`config.mk`:
```
export PLATFORM = sky130hd
export DESIGN_NAME = soc2_sysid_ext
export DESIGN_NICKNAME = d
export VERILOG_FILES = /design/src/rtl/soc2_sysid_pkg.sv /design/src/rtl/soc2_sysid_uptime.sv /design/src/rtl/soc2_sysid_ext.sv
export SDC_FILE = /design/constraint.sdc
export NUM_CORES = 1
export LEC_CHECK = 0
export ABC_CLOCK_PERIOD_IN_PS = 1250
export BUFFER_PORTS_ARGS = -buffer_cell sky130_fd_sc_hd__clkbuf_2
export CAP_MARGIN = 20
export CORE_MARGIN = 2
export CORE_UTILIZATION = 45
export DETAILED_ROUTE_END_ITERATION = 8
export PLACE_DENSITY = 0.85
export SLEW_MARGIN = 30
export SYNTH_ARGS = -nofsm -noshare
export SYNTH_HDL_FRONTEND = slang
export SYNTH_SLANG_ARGS = --single-unit
export TNS_END_PERCENT = 30
```
`constraint.sdc`:
```
create_clock -name clock -period 1.25 [get_ports clock]
set_input_delay 0.25 -clock clock [delete_from_list [all_inputs] [get_ports clock]]
set_output_delay 0.25 -clock clock [all_outputs]
set_load 0.02 [all_outputs]
```
`src/rtl/soc2_sysid_pkg.sv`:
```
// Shared word offsets, CTRL bit positions and build defaults for the soc2 system-ID block.
package soc2_sysid_pkg;

    localparam logic [7:0] ADDR_ID         = 8'd0;
    localparam logic [7:0] ADDR_TIMESTAMP  = 8'd1;
    localparam logic [7:0] ADDR_HW_VERSION = 8'd2;
    localparam logic [7:0] ADDR_SCRATCH    = 8'd3;
    localparam logic [7:0] ADDR_UPTIME_LO  = 8'd4;
    localparam logic [7:0] ADDR_UPTIME_HI  = 8'd5;
    localparam logic [7:0] ADDR_CTRL       = 8'd6;

    localparam int unsigned CTRL_RUN_BIT   = 0;
    localparam int unsigned CTRL_CLEAR_BIT = 1;

    localparam logic [31:0] HW_VERSION_DEFAULT = 32'h0001_0000;

    // clear is write-1 self-clearing, so it always reads back as 0
    function automatic logic [31:0] ctrl_word(input logic run);
        logic [31:0] w;
        w = '0;
        w[CTRL_RUN_BIT] = run;
        return w;
    endfunction

endpackage

```
`src/rtl/soc2_sysid_uptime.sv`:
```
// 64-bit uptime counter with high-word snapshot and run/clear control.
module soc2_sysid_uptime
    import soc2_sysid_pkg::*;
(
    input  logic        clock,
    input  logic        reset_n,
    input  logic        snap_req,
    input  logic        ctrl_we,
    input  logic        run_wdata,
    input  logic        clear_wdata,
    output logic [63:0] count,
    output logic [31:0] snapshot,
    output logic        run
);

    logic clear;

    assign clear = ctrl_we && clear_wdata;

    // clear wins over both increment and snapshot capture in the same cycle
    always_ff @(posedge clock) begin
        if (!reset_n) begin
            count    <= '0;
            snapshot <= '0;
            run      <= 1'b1;
        end else begin
            if (ctrl_we)
                run <= run_wdata;
            if (clear)
                count <= '0;
            else if (run)
                count <= count + 64'd1;
            if (clear)
                snapshot <= '0;
            else if (snap_req)
                snapshot <= count[63:32];
        end
    end

endmodule

```
`src/rtl/soc2_sysid_ext.sv`:
```
// Avalon-MM system-ID slave with scratch register; optional uptime counter
// enabled by defining SOC2_SYSID_UPTIME_EN.
module soc2_sysid_ext
    import soc2_sysid_pkg::*;
#(
    parameter logic [31:0] SYSTEM_ID  = 32'h0000_0000,
    parameter logic [31:0] TIMESTAMP  = 32'h6723_A0A6,
    parameter logic [31:0] HW_VERSION = HW_VERSION_DEFAULT,
    parameter int unsigned ADDR_W     = 3
) (
    input  logic              clock,
    input  logic              reset_n,
    input  logic [ADDR_W-1:0] address,
    input  logic              read,
    input  logic              write,
    input  logic [31:0]       writedata,
    output logic [31:0]       readdata,
    output logic              readdatavalid
);

    logic [7:0]  word;
    logic [31:0] scratch;
    logic [31:0] rd_mux;

    assign word = 8'(address);

`ifdef SOC2_SYSID_UPTIME_EN
    logic [63:0] count;
    logic [31:0] snapshot;
    logic        run;

    soc2_sysid_uptime u_uptime (
        .clock       (clock),
        .reset_n     (reset_n),
        .snap_req    (read && (word == ADDR_UPTIME_LO)),
        .ctrl_we     (write && (word == ADDR_CTRL)),
        .run_wdata   (writedata[CTRL_RUN_BIT]),
        .clear_wdata (writedata[CTRL_CLEAR_BIT]),
        .count       (count),
        .snapshot    (snapshot),
        .run         (run)
    );
`endif

    always_comb begin
        rd_mux = '0;
        case (word)
            ADDR_ID:         rd_mux = SYSTEM_ID;
            ADDR_TIMESTAMP:  rd_mux = TIMESTAMP;
            ADDR_HW_VERSION: rd_mux = HW_VERSION;
            ADDR_SCRATCH:    rd_mux = scratch;
`ifdef SOC2_SYSID_UPTIME_EN
            ADDR_UPTIME_LO:  rd_mux = count[31:0];
            ADDR_UPTIME_HI:  rd_mux = snapshot;
            ADDR_CTRL:       rd_mux = ctrl_word(run);
`endif
            default:         rd_mux = '0;
        endcase
    end

    // read mux samples pre-edge state, so a same-word write is not visible yet
    always_ff @(posedge clock) begin
        if (!reset_n) begin
            readdata      <= '0;
            readdatavalid <= 1'b0;
            scratch       <= '0;
        end else begin
            readdatavalid <= read;
            if (read)
                readdata <= rd_mux;
            if (write && (word == ADDR_SCRATCH))
                scratch <= writedata;
        end
    end

endmodule

```
==> metrics.md <==
| Metric | Value |
|---|---|
| Area Overhead vs Synth | 24.31% |
| Crit path time final | 1.111 ns |
| Mux share of post-synthesis cell area | 0% |
| Max Fclk | 900.1 MHz |
| Max-cap violations | 0 |
| Leakage power | 0.001299 µW |
| Clock Latency Late Sink | 0.33 ns |
| Delay-heaviest family, CP | flip-flops |
| Final wirelength | 5032 µm |
| Worst slew pin tran | 0.3834 ns |
| Final Cycle Share | 88.88% |
| Initial Utilization | 46.86% |
| I/O pin cnt | 72 |
| Hold Fails Final Rpt | 0 |
| Setup bufs post-CTS | 0 |
| Headroom to the max-slew limit | 74.44% |
| Design Power | 3940 µW |
| Largest family of logic cells by synthesized area | compound AO/OA/AOI/OAI gates |
| ANT cells | 0 |
| Drc violations | 0 |
| Core Util, Final | 58.26% |
| Max FO, Critical Path | 2 |
| CTS tree | done |
| Initial drt markers | 94 |
| Syn Area/Cell | 9.066 µm² |
| Core ar. | 5107 µm² |
| Worst-case vdd ir drop | 0.9176 mV |
| H-tree levels | 3 |
| First-pass detailed-route iteration total | 4 |
| Yosys warnings | 0 |
| Xor-xnor portion of the synthesized cell area | 0% |
| Port buffer count | 71 |
| Clock Sinks | 65 |
| Routed length per instance | 12.36 µm |
| Clk_skew | 0.003967 ns |
| Vias in the first global route | 1781 |
| CP max stage delay | 0.35 ns |
| Synthesized Nets | 303 |
| Crit Path Category | reg -> out |
| Floorplan row count | 26 |
| Final net count | 371 |
| GP Congestion | 0.7839 |
| Cells along the critical path | clkbuf_2 |
| Via density | 4.853 |
| Longest Clk Path Bufs | 2 |
| RSZ-0062 raised after global routing | no |
| First-pass GRT wire length | 8093 µm |
| Seq/Total Area, Yosys | 54.36% |
| Pwr/cell area | 1324 nW/µm² |
| DR vias | 1975 |
| CP max-delay cell | dfxtp_1 |
| Outcome | finished clean |
| Hold buffers post-CTS | 0 |
| Final setup fails | 0 |
| Simple-Gate Fraction of Synth Area | 17.88% |
| Die height | 76.93 µm |
| Count of cell types in the netlist | 23 |
| Syn Inst Count | 264 |
| Kind of start point of the critical path | register |
| Mapped cell area | 2394 µm² |
| DPL Wire Length | 3431 µm |
| Gr ovfl total | 0 |
| GR peak layer | met2 |
| Adder-cell area share of the yosys netlist | 0% |
| Critical Path RT | 1.00 ns |
| Die area | 5918 µm² |
| Pin count of the biggest net entering global routing | 65 |
| Post-route ant nets | 0 |
| Die Wd | 76.93 µm |
| Critical path endpoint category | output pin |
| Clk pin slew, worst setup/hold paths | 0.06 ns |
| Layout cell share with drive strength beyond 1 | 28.78% |
| Antenna violations before repair | 0 |
| Total GRT Usage | 17.25% |
| Met3 usage | 5.176% |
| Synthesized flop and latch total | 65 |
| Max-slew violations | 0 |
| Root buffer cell | clkbuf_8 |
| Fin Setup TNS | 0 ns |
| Post-synthesis compound-gate area fraction | 20.75% |
| Post-cts sizing count | 0 |
| Hold Crit Class | in -> reg |
| CTS Buf Count | 9 |
| Met2 Use GR | 26.67% |
| CP bufs+invs | 1 |
| Crit path arrival time | 0.86 ns |
| Met1 GRT Util | 21.98% |
==> cell type report <==
cell class	count	area, µm²
clock buffers	13	158.9
clock inverters	3	15.01
fillers	482	2132
inverters	14	52.55
multi-input cells	162	924.6
flip-flops and latches	65	1301
well taps	70	87.58
repair buffers	80	435.4
==> layer usage <==
metal | part of all wire, % | routed length, µm
met1 | 46 | 2339
met2 | 46 | 2301
met3 | 6.4 | 324
met4 | 1.3 | 67
met5 | 0 | 0
==> state kept, by name, indices dropped and copies added, names as in the netlist <==
signal,flops
readdata,32
scratch,32
readdatavalid,1
==> report_power, final <==
group,internal [µW],total [µW],switching [µW]
Sequential,2110,2130,18.0
Clock,819,1540,723
Combinational,114,272,158
Total,3040,3940,899
==> cells by family after synthesis <==
| kind of cell | after synthesis |
|---|---|
| DFF | 65 |
| buffers and inverters | 37 |
| AOI/OAI and AO/OA | 78 |
| and+or+nand+nor | 84 |
==> cells in the mapped netlist <==
library cell  number  area share [%]
inv_1             14             2.2
dfxtp_1           65              54
clkbuf_2           1            0.21
nand3b_1           2            0.63
o21ai_0           27             5.6
nand2_1           32             5.0
a21boi_1           1            0.31
buf_2              4            0.84
nor2b_1           11             2.9
o21ai_1            5             1.0
and2b_1            3            0.94
o21a_1            13             4.1
nand4b_2           1            0.63
and4_4             1            0.47
buf_1              2            0.31
and2_4             1            0.37
nand3_1           32             6.7
o2111ai_1          1            0.37
nand2b_1           1            0.26
a21oi_1           13             2.7
a22o_1            18             6.6
buf_6              3             1.4
clkbuf_1          13             2.0
==> placed cells by master, fill, tap and decap left out <==
master,synthesis,routed
a21boi_1,1,1
a21oi_1,13,13
a22o_1,18,18
and2_4,1,1
and2b_1,3,3
and4_4,1,1
buf_12,0,1
buf_4,0,8
clkbuf_1,13,2
clkbuf_2,1,71
clkbuf_8,0,11
clkinv_2,0,3
dfxtp_1,65,65
inv_1,14,14
nand2_1,32,32
nand2b_1,1,1
nand3_1,32,32
nand3b_1,2,2
nand4b_2,1,1
nor2b_1,11,11
o2111ai_1,1,1
o21a_1,13,13
o21ai_0,27,27
o21ai_1,5,5
==> worst paths after layout <==
| check | startpoint | end | slack, ns | cells after the start |
|---|---|---|---|---|
| min | writedata[31] | scratch[31] | 0.14 | 3 |
| min reg2reg | scratch[25] | scratch[25] | 0.47 | 2 |
| max reg2reg | scratch[16] | readdata[16] | 0.50 | 3 |
| max | readdata[20] | readdata[20] | 0.14 | 1 |
==> through the flow <==
step / instances / setup slack, ns / cell area [µm²] / hold WS [ns]
5_1_grt: 407 / 0.1050 / 2975 / 0.1384
3_3_place_gp: 391 / 0.1291 / 2801 / 0.4435
6_report: 407 / 0.1390 / 2975 / 0.1355
4_1_cts: 407 / 0.1296 / 2975 / 0.1289
3_5_place_dp: 391 / 0.09000 / 2801 / 0.4564
2_1_floorplan: 264 / 0.001105 / 2394 / 0.3826
Note: power is estimated with default switching activity, not from simulation.
